**src/rtl/lcd_char_receiver_if.sv**
```systemverilog
// lcd_char_receiver_if: the 8-bit HD44780-style character-LCD bus.
// The master (lcd_driver or a testbench) drives the strobes and write data.
// The slave (lcd_char_receiver) drives the read-back data and its output enable.
interface lcd_char_receiver_if;
  logic       lcd_rs;
  logic       lcd_rw;
  logic       lcd_e;
  logic [7:0] lcd_data;
  logic [7:0] lcd_dout;
  logic       lcd_doe;

  modport master (
    output lcd_rs,
    output lcd_rw,
    output lcd_e,
    output lcd_data,
    input  lcd_dout,
    input  lcd_doe
  );

  modport slave (
    input  lcd_rs,
    input  lcd_rw,
    input  lcd_e,
    input  lcd_data,
    output lcd_dout,
    output lcd_doe
  );
endinterface

```
**src/rtl/lcd_char_receiver.sv**
```systemverilog
// lcd_char_receiver: the receiving end of the write-only HD44780-style LCD bus.
// It decodes bus strobes into a 2x16 DDRAM image (index {line, col}) and the
// display state, and models the controller busy time.
// It counts protocol violations, which are strobes that arrive while the model is busy.
// Optional read-back path: define LCD_READBACK_EN to drive lcd_dout/lcd_doe and
// honour rw=1 strobes. Without it, rw=1 strobes are ignored and both outputs are 0.
module lcd_char_receiver #(
  parameter int BUSY_CYCLES = 50,
  parameter int CLR_CYCLES  = 1600
) (
  input  logic                       clk,
  input  logic                       rst,
  lcd_char_receiver_if.slave         bus,
  input  logic [4:0]                 rd_addr,
  output logic [7:0]                 rd_data,
  output logic [4:0]                 cursor,
  output logic                       disp_on,
  output logic                       busy,
  output logic                       wr_pulse,
  output logic [7:0]                 viol_cnt
);

  // The clear sweep takes 32 clocks, so the BUSY tail after a clear makes up
  // the rest of CLR_CYCLES. The tail is clamped so a small CLR_CYCLES cannot underflow.
  localparam logic [15:0] BUSY_LOAD = 16'(BUSY_CYCLES);
  localparam logic [15:0] CLR_LOAD  = (CLR_CYCLES >= 32) ? 16'(CLR_CYCLES - 32) : 16'd0;

  typedef enum logic [1:0] {
    S_IDLE  = 2'd0,
    S_EXEC  = 2'd1,
    S_CLEAR = 2'd2,
    S_BUSY  = 2'd3
  } state_t;

  state_t      state;
  logic        e_q;
  logic        rs_q;
  logic        rw_q;
  logic [7:0]  d_q;
  logic        e_fall;
  logic        strobe_counts;
  logic        cmd_rs;
  logic [7:0]  cmd_data;
  logic        inc_dir;
  logic [4:0]  clr_idx;
  logic [15:0] cnt;

  logic [7:0]  ddram [0:31];
  logic        mem_we;
  logic [4:0]  mem_addr;
  logic [7:0]  mem_wdata;

  // A bus cycle ends on the falling edge of e. At that edge, rs/rw/data are the
  // values from the last clock in which e was high.
  assign e_fall = e_q & ~bus.lcd_e;

  // Moves the cursor one cell in the current entry direction, wrapping modulo 32.
  function automatic logic [4:0] step_cursor(input logic [4:0] c, input logic inc);
    return inc ? (c + 5'd1) : (c - 5'd1);
  endfunction

`ifdef LCD_READBACK_EN
  logic [7:0] dout_q;
  logic       doe_q;

  // Every strobe counts as a violation while busy, because reads are also live transfers.
  assign strobe_counts = 1'b1;

  // Read-back drivers. Data is valid from the clock after e rises and is held
  // for as long as a read strobe stays high.
  always_ff @(posedge clk) begin
    if (rst) begin
      dout_q <= 8'h00;
      doe_q  <= 1'b0;
    end else begin
      doe_q  <= bus.lcd_e & bus.lcd_rw;
      dout_q <= bus.lcd_rs ? ddram[cursor] : {busy, 2'b00, cursor};
    end
  end

  assign bus.lcd_dout = dout_q;
  assign bus.lcd_doe  = doe_q;
`else
  // rw=1 strobes do not exist for this build, so only write strobes can violate timing.
  assign strobe_counts = ~rw_q;

  assign bus.lcd_dout = 8'h00;
  assign bus.lcd_doe  = 1'b0;
`endif

  // Register the enable strobe every clock. The other bus signals are captured
  // only while e is high, so they still hold their values when e falls.
  always_ff @(posedge clk) begin
    if (rst) begin
      e_q  <= 1'b0;
      rs_q <= 1'b0;
      rw_q <= 1'b0;
      d_q  <= 8'h00;
    end else begin
      e_q <= bus.lcd_e;
      if (bus.lcd_e) begin
        rs_q <= bus.lcd_rs;
        rw_q <= bus.lcd_rw;
        d_q  <= bus.lcd_data;
      end
    end
  end

  // DDRAM write port. The clear sweep and data writes never overlap, because they
  // come from different FSM states. Writes are held off during reset.
  always_comb begin
    mem_we    = 1'b0;
    mem_addr  = cursor;
    mem_wdata = cmd_data;
    if (!rst) begin
      if (state == S_CLEAR) begin
        mem_we    = 1'b1;
        mem_addr  = clr_idx;
        mem_wdata = 8'h20;
      end else if (state == S_EXEC && cmd_rs) begin
        mem_we = 1'b1;
      end
    end
  end

  // DDRAM storage. It has no reset because the CLEAR sweep initialises every cell.
  always_ff @(posedge clk) begin
    if (mem_we) begin
      ddram[mem_addr] <= mem_wdata;
    end
  end

  // Always-live read port with one clock of registered latency.
  always_ff @(posedge clk) begin
    if (rst) begin
      rd_data <= 8'h00;
    end else begin
      rd_data <= ddram[rd_addr];
    end
  end

  // Controller FSM. It accepts strobes, decodes them and models the busy time.
  // It also keeps the cursor, display and entry-mode state and the violation counter.
  always_ff @(posedge clk) begin
    if (rst) begin
      state    <= S_CLEAR;
      clr_idx  <= 5'd0;
      cnt      <= 16'd0;
      cursor   <= 5'd0;
      disp_on  <= 1'b0;
      inc_dir  <= 1'b1;
      busy     <= 1'b1;
      wr_pulse <= 1'b0;
      viol_cnt <= 8'h00;
      cmd_rs   <= 1'b0;
      cmd_data <= 8'h00;
    end else begin
      wr_pulse <= 1'b0;

      if (e_fall && state != S_IDLE && strobe_counts && viol_cnt != 8'hff) begin
        viol_cnt <= viol_cnt + 8'd1;
      end

      case (state)
        S_IDLE: begin
          if (e_fall && !rw_q) begin
            cmd_rs   <= rs_q;
            cmd_data <= d_q;
            wr_pulse <= rs_q;
            busy     <= 1'b1;
            state    <= S_EXEC;
          end
`ifdef LCD_READBACK_EN
          else if (e_fall && rw_q && rs_q) begin
            cursor <= step_cursor(cursor, inc_dir);
          end
`endif
        end

        S_EXEC: begin
          state <= S_BUSY;
          cnt   <= BUSY_LOAD;
          if (cmd_rs) begin
            cursor <= step_cursor(cursor, inc_dir);
          end else if (cmd_data[7]) begin
            cursor <= {cmd_data[6], cmd_data[3:0]};
          end else if (cmd_data[6] || cmd_data[5]) begin
            cursor <= cursor;
          end else if (cmd_data[4]) begin
            if (!cmd_data[3]) begin
              cursor <= step_cursor(cursor, cmd_data[2]);
            end
          end else if (cmd_data[3]) begin
            disp_on <= cmd_data[2];
          end else if (cmd_data[2]) begin
            inc_dir <= cmd_data[1];
          end else if (cmd_data[1]) begin
            cursor <= 5'd0;
          end else if (cmd_data[0]) begin
            clr_idx <= 5'd0;
            state   <= S_CLEAR;
          end
        end

        S_CLEAR: begin
          cursor  <= 5'd0;
          inc_dir <= 1'b1;
          clr_idx <= clr_idx + 5'd1;
          if (clr_idx == 5'd31) begin
            cnt   <= CLR_LOAD;
            state <= S_BUSY;
          end
        end

        S_BUSY: begin
          if (cnt == 16'd0) begin
            busy  <= 1'b0;
            state <= S_IDLE;
          end else begin
            cnt <= cnt - 16'd1;
          end
        end

        default: begin
          clr_idx <= 5'd0;
          busy    <= 1'b1;
          state   <= S_CLEAR;
        end
      endcase
    end
  end

endmodule
```
**src/flat_wrapper.sv**
```systemverilog
// flat-port wrapper written by rule: the top's interface ports become plain ports
module lcd_char_receiver_flat 
#(
  parameter int BUSY_CYCLES = 50,
  parameter int CLR_CYCLES  = 1600
)
  (clk, rst, rd_addr, rd_data, cursor, disp_on, busy, wr_pulse, viol_cnt, bus_lcd_rs, bus_lcd_rw, bus_lcd_e, bus_lcd_data, bus_lcd_dout, bus_lcd_doe);
  lcd_char_receiver_if bus_i ();
  input  logic clk;
  input  logic rst;
  input  logic [4:0] rd_addr;
  output logic [7:0] rd_data;
  output logic [4:0] cursor;
  output logic disp_on;
  output logic busy;
  output logic wr_pulse;
  output logic [7:0] viol_cnt;
  input wire logic [$bits(bus_i.lcd_rs)-1:0] bus_lcd_rs;
  input wire logic [$bits(bus_i.lcd_rw)-1:0] bus_lcd_rw;
  input wire logic [$bits(bus_i.lcd_e)-1:0] bus_lcd_e;
  input wire logic [$bits(bus_i.lcd_data)-1:0] bus_lcd_data;
  output wire logic [$bits(bus_i.lcd_dout)-1:0] bus_lcd_dout;
  output wire logic [$bits(bus_i.lcd_doe)-1:0] bus_lcd_doe;
  assign bus_i.lcd_rs = bus_lcd_rs;
  assign bus_i.lcd_rw = bus_lcd_rw;
  assign bus_i.lcd_e = bus_lcd_e;
  assign bus_i.lcd_data = bus_lcd_data;
  assign bus_lcd_dout = bus_i.lcd_dout;
  assign bus_lcd_doe = bus_i.lcd_doe;
  lcd_char_receiver #(.BUSY_CYCLES(BUSY_CYCLES), .CLR_CYCLES(CLR_CYCLES)) u_core (.clk(clk), .rst(rst), .bus(bus_i), .rd_addr(rd_addr), .rd_data(rd_data), .cursor(cursor), .disp_on(disp_on), .busy(busy), .wr_pulse(wr_pulse), .viol_cnt(viol_cnt));
endmodule
```
**config.mk**
```make
export PLATFORM = sky130hd
export DESIGN_NAME = lcd_char_receiver_flat
export DESIGN_NICKNAME = d
export VERILOG_FILES = /design/src/rtl/lcd_char_receiver_if.sv /design/src/rtl/lcd_char_receiver.sv /design/src/flat_wrapper.sv
export SDC_FILE = /design/constraint.sdc
export NUM_CORES = 1
export LEC_CHECK = 0
export BUFFER_PORTS_ARGS = -buffer_cell sky130_fd_sc_hd__buf_4
export CAP_MARGIN = 5
export CORE_ASPECT_RATIO = 1.25
export CORE_UTILIZATION = 35
export DETAILED_ROUTE_END_ITERATION = 10
export MAX_ROUTING_LAYER = met4
export PLACE_DENSITY_LB_ADDON = 0.08
export SYNTH_ARGS = -nofsm -noshare
export SYNTH_HDL_FRONTEND = slang
export SYNTH_SLANG_ARGS = --single-unit
```
**constraint.sdc**
```tcl
create_clock -name clk -period 4.37 [get_ports clk]
set_input_delay 0.874 -clock clk [delete_from_list [all_inputs] [get_ports clk]]
set_output_delay 0.874 -clock clk [all_outputs]
set_load 0.02 [all_outputs]
```
==> results of run 1 <==
per-stage QoR:
stage | instance area, µm² | std cells | setup slack [ns]
after floorplan | 13500 | 863 | 1.60
after global placement | 14200 | 1346 | 1.12
after detailed placement | 14200 | 1346 | 1.02
after CTS | 15400 | 1409 | 1.28
after global routing | 15400 | 1409 | 1.08
final | 15400 | 1409 | 1.38
flip-flops by register name, indices dropped and copies added (netlist names), 2 cells and up:
name,flops
u_core.clr_idx,5
u_core.cmd_data,8
u_core.cnt,16
u_core.cursor,5
u_core.d_q,8
u_core.ddram,256
u_core.rd_data,8
u_core.state,2
u_core.viol_cnt,8
worst paths after layout:
check | slack (ns) | endpoint | from
worst max-delay path | 1.38 | u_core.ddram[29][4] | u_core.state[0]
worst max register to register | 1.38 | u_core.ddram[29][4] | u_core.state[0]
worst min-delay path | 0.46 | u_core.cmd_data[6] | u_core.d_q[6]
worst min register to register | 0.46 | u_core.cmd_data[6] | u_core.d_q[6]
metal layers:
layer	wire length (µm)	vias to the layer above	global-route usage
met3	1010	49	0.0242
met5	0	-	-
met1	13100	3685	0.200
li1	-	3394	-
met4	620	0	0.0455
met2	16700	144	0.296
power groups by stage:
stage	registers [µW]	clock network (µW)	logic, µW
detailed placement	3620	0	1140
global placement	3620	0	1120
floorplan	3610	0	834
finish	3560	3120	1130
CTS	3560	3200	1140
global route	3580	3310	1250
synth_stat cells, types with 3 or more instances:
cell	count	area (µm²)
a21oi_1	31	155
a221o_1	8	80.1
a221oi_1	6	52.6
a22oi_1	4	30.0
a31oi_1	6	37.5
and2_1	8	50.1
and3_1	4	25.0
buf_1	5	18.8
buf_2	10	50.1
buf_4	15	113
clkbuf_1	24	90.1
dfxtp_1	68	1360
edfxtp_1	256	7690
ha_1	10	125
inv_1	13	48.8
mux2_2	7	78.8
mux2i_1	37	370
mux4_2	64	1440
nand2_1	59	221
nand2b_1	4	25.0
nand3_1	16	80.1
nand4_1	10	62.6
nand4b_1	4	35.0
nor2_1	79	297
nor2b_1	8	50.1
nor3_1	8	40.0
nor3b_1	4	30.0
nor4_1	3	18.8
nor4b_1	3	26.3
o211ai_1	3	22.5
o21ai_0	10	50.1
o31ai_1	3	22.5
xnor2_1	6	52.6
xor2_1	19	166
cells by family (layout without fill, tap and decap cells):
| logic type | Yosys count | after routing | share of synthesized area |
|---|---|---|---|
| multiplexers | 108 | 108 | 0.141 |
| other | 1 | 9 | 0.000279 |
| buffers and inverters | 68 | 128 | 0.0247 |
| AND/OR/NAND/NOR | 225 | 225 | 0.0849 |
| adder cells (fa/ha/maj) | 10 | 10 | 0.00931 |
| flip-flops | 324 | 324 | 0.673 |
| AO/OA/AOI/OAI | 94 | 94 | 0.0508 |
| XOR/XNOR | 25 | 25 | 0.0163 |
area by class of cell:
class,count,area share
Clock buffer,42,0.0619
Inverter,13,0.00317
Multi-Input combinational cell,471,0.266
Clock inverter,21,0.0170
Sequential cell,324,0.587
Timing Repair Buffer,52,0.0253
Tap cell,486,0.0394
worst register-to-register path, delay by kind of cell (launching register included):
family	cells	cell delay, ns
flops	1	0.38
mux	1	0.31
simple gates	3	1.59
buf+inv	1	0.13
fa+ha+maj	1	0.23
==> reports/metrics.cfg, run 1 <==
[clock_tree]
clockRootBuffer = clkbuf_16
cts_resized = 0
clk_latency_ns = 0.52
cts_tree = done
post_cts_buffers = 0
ctsHoldBuffers = 0
htree_levels = 2
cts.sinks = 324
cts_buffer_depth = 3
clk_pin_slew_ns = 0.06
cts_buffers = 35

[floorplanning]
die-width_um = 177
rows = 79
dieArea_mm2 = 0.0392
core_mm2 = 0.0376
start_util = 0.358
pin_count = 51
die_height_um = 221

[power_and_ir_drop]
power.share.sequential = 0.456
power_uw = 7810
p_leak_uw = 0.00526
switching_share = 0.258
power.internal_uw = 5790
pwr_density_cell_mw_per_mm2 = 507
power.switching_uw = 2020
ir_drop_mv = 0.284
clkPwrFrac = 0.400
combinationalPowerShare = 0.144

[routing]
ant_nets = 0
viasPerCell = 5.16
drc = 0
wl_per_cell_um = 22.3
drtIter0Drc = 373
num_vias = 7272
dr.pass1.iters = 5
routed_wl_mm = 31.4

[yosys]
synth_cell_type_count = 65
async_flop_share = 0
synth-edff-count = 256
ys_seq_area_frac = 0.673
syn-cell-area_mm2 = 0.0134
synth_ff_type = edfxtp_1
ys_ff_latch = 324
syn_avg_cell_area_um2 = 15.7
yosysWarnings = 0
syn_inst = 855

[setup_path]
path_buf_inv = 1
crit_slowest_cell = nor2_1
crit_family = simple AND/OR/NAND/NOR gates
worst_ep_arrival_time_ns = 3.13
end_kind = flip-flop
cp.required_ns = 4.51
cp-start-kind = flip-flop
critPathMaxStageDelay_ns = 0.71
r2r.worst_path.cells = 6
cp.depth = 6
path_class = flip-flop to flip-flop
cp_max_fo = 21
crit_chain = inv_1 -> ha_1 -> nand2b_1 -> mux2i_1 -> nand2_1 -> nor2_1

[cells_and_area]
antenna_cells = 0
nets = 925
drive_above_1_share = 0.217
ff_latch_area_mm2 = 0.00905
layout_commonest_cell = edfxtp_1
final_util = 0.410
area_delta_synth_final_pct = 14.7
multi_input_area_mm2 = 0.00410
fillCellCount = 3436
layout_common_cells = edfxtp_1, nor2_1, dfxtp_1

[global_route]
grt_usage = 0.169
overflow = 0
grt_start_max_net_pins = 57
grt_pass1_vias = 7735
grt_pass1_wl_mm = 48.1
antenna_found_initial = 0

[hold_path]
min_path_cells = 2
min_path_type = flip-flop to flip-flop

[placement]
gp_congestion = 0.793
hpwl_mm = 20.2
io_buffers = 41

[timing]
skew_ns = 0.0132
period_needed_ns = 2.99
worst_hold_slack_ns = 0.465
rsz0062_at_grt = no
fmax_mhz = 334
fin_crit_sh = 0.685
maxSlewViolCount = 0
setup_violations = 0
worst_slew_pin_slew_ns = 0.865
finalHoldViolCount = 0
relSlewSlack = 0.421
finalSetupTns_ns = 0

[outcome]
outcome = finished clean

[job]
drv_cap = 0

(Power assumes the default switching activity.)
==> inputs of run 2 (changes only) <==
==> constraint.sdc (replaced) <==
create_clock -name clk -period 2.7 [get_ports clk]
set_input_delay 0.54 -clock clk [delete_from_list [all_inputs] [get_ports clk]]
set_output_delay 0.54 -clock clk [all_outputs]
set_load 0.02 [all_outputs]
==> run 2 against run 1 <==
- global-route usage grew 0.064 points
- critical endpoint is now u_core.ddram[8][6]
- largest cell class unchanged
- critical path type unchanged
- die area is the same
- register-to-register slack got worse by 1.1 ns
- highest routed layer unchanged
- sequential power increased by 62%
==> reports/metrics.cfg, run 2 (synthesized netlist as in run 1, its figures left out) <==
[timing]
finalSetupTns_ns = 0
fin_crit_sh = 0.890
maxSlewViolCount = 0
finalHoldViolCount = 0
period_needed_ns = 2.40
skew_ns = 0.0158
setup_violations = 0
fmax_mhz = 416
worst_slew_pin_slew_ns = 0.567
rsz0062_at_grt = no
relSlewSlack = 0.619

[placement]
hpwl_mm = 20.4
io_buffers = 41
dp_cells = 1396
gp_congestion = 0.808

[routing]
drc = 0
wl_per_cell_um = 21.4
num_vias = 7574
viasPerCell = 5.19
ant_nets = 0
routed_wl_mm = 31.2
dr.pass1.iters = 5
drtIter0Drc = 562

[clock_tree]
clockRootBuffer = clkbuf_16
ctsHoldBuffers = 0
cts_buffers = 35
cts_buffer_depth = 3
clk_latency_ns = 0.53
cts_tree = done
clk_pin_slew_ns = 0.06
cts_resized = 0
post_cts_buffers = 0
cts.sinks = 324
htree_levels = 2

[setup_path]
path_class = flip-flop to flip-flop
cp-start-kind = flip-flop
cp_max_fo = 21
cp.required_ns = 2.93
worst_ep_arrival_time_ns = 2.64
r2r_setup_slack_ns = 0.30
end_kind = flip-flop

[outcome]
outcome = finished clean

[floorplanning]
dieArea_mm2 = 0.0392
pin_count = 51
core_mm2 = 0.0376
die-width_um = 177
die_height_um = 221
rows = 79
start_util = 0.358

[cells_and_area]
drive_above_1_share = 0.250
largest_reg_flops = 256
antenna_cells = 0
area_delta_synth_final_pct = 17.1
layout_common_cells = edfxtp_1, buf_4, nor2_1
fin_cells = 1459
fillCellCount = 3469
top_regs = u_core.ddram x256, u_core.cnt x16
layout_commonest_cell = edfxtp_1
nets = 975
largest-register = u_core.ddram

[global_route]
grt_pass1_vias = 8042
grt_pass1_wl_mm = 48.3
grt_usage = 0.169
grt_start_max_net_pins = 46
overflow = 0
antenna_found_initial = 0

[power_and_ir_drop]
p_leak_uw = 0.00548
ir_drop_mv = 0.444
pwr_density_cell_mw_per_mm2 = 794

[job]
drv_cap = 0

[hold_path]
min_path_type = input port to flip-flop

[run 2: cell types whose count changed in the layout (fill, tap and decap cells not counted), moves of 2 or more]
| cell | previous run | this run |
|---|---|---|
| and2_1 | 4 | 8 |
| clkbuf_16 | 37 | 35 |
| buf_12 | 0 | 2 |
| inv_6 | 1 | 3 |
| clkinv_2 | 6 | 3 |
| clkbuf_1 | 4 | 7 |
| clkinvlp_4 | 1 | 3 |
| buf_4 | 52 | 100 |
| and2_2 | 4 | 0 |
| clkinvlp_2 | 0 | 2 |
| inv_4 | 2 | 0 |
[run 2: layout make-up]
cell class	instances	area, µm²	area share
sequential	324	9050	0.575
inverter	13	48.8	0.00310
tap	486	608	0.0386
multi-input combinational	471	4100	0.260
clock buffer	42	902	0.0573
clock inverter	21	253	0.0160
timing repair buffer	102	791	0.0502
[run 2: worst paths after layout]
check                  startpoint            endpoint  cells after the start
setup reg to reg  u_core.state[0]  u_core.ddram[8][6]                      8
hold / removal    bus_lcd_data[3]       u_core.d_q[3]                      3
setup / recovery  u_core.state[0]  u_core.ddram[8][6]                      8
hold reg to reg     u_core.d_q[2]  u_core.cmd_data[2]                      2
[run 2: per-stage QoR]
stage,utilization,hold slack [ns],instance area (µm²),setup slack (ns),total power [µW]
after floorplan,-,0.431,13500,0.269,7190
after global placement,0.389,0.452,14600,0.349,7750
after detailed placement,0.389,0.460,14600,0.301,7800
after CTS,0.419,0.228,15700,0.275,12700
after global routing,0.419,0.271,15700,0.0503,13100
final,0.419,0.251,15700,0.297,12500
[run 2: critical path, cell delays in order, from the launching register on]
cell,delay (ns)
dfxtp_1,0.39
inv_1,0.13
ha_1,0.27
nand2b_1,0.09
buf_4,0.22
mux2i_1,0.24
nand2_1,0.26
nor2_1,0.30
buf_4,0.21
[run 2: routing by layer]
layer | vias up | GRT usage | share of wire
met5 | - | - | 0
li1 | 3495 | - | -
met2 | 191 | 0.299 | 0.53
met3 | 45 | 0.0249 | 0.039
met1 | 3843 | 0.196 | 0.40
met4 | 0 | 0.0516 | 0.026
[run 2: report_power, final]
part / internal [µW] / switching (µW)
registers: 5580 / 176
logic: 770 / 1160
clock network: 2880 / 1930
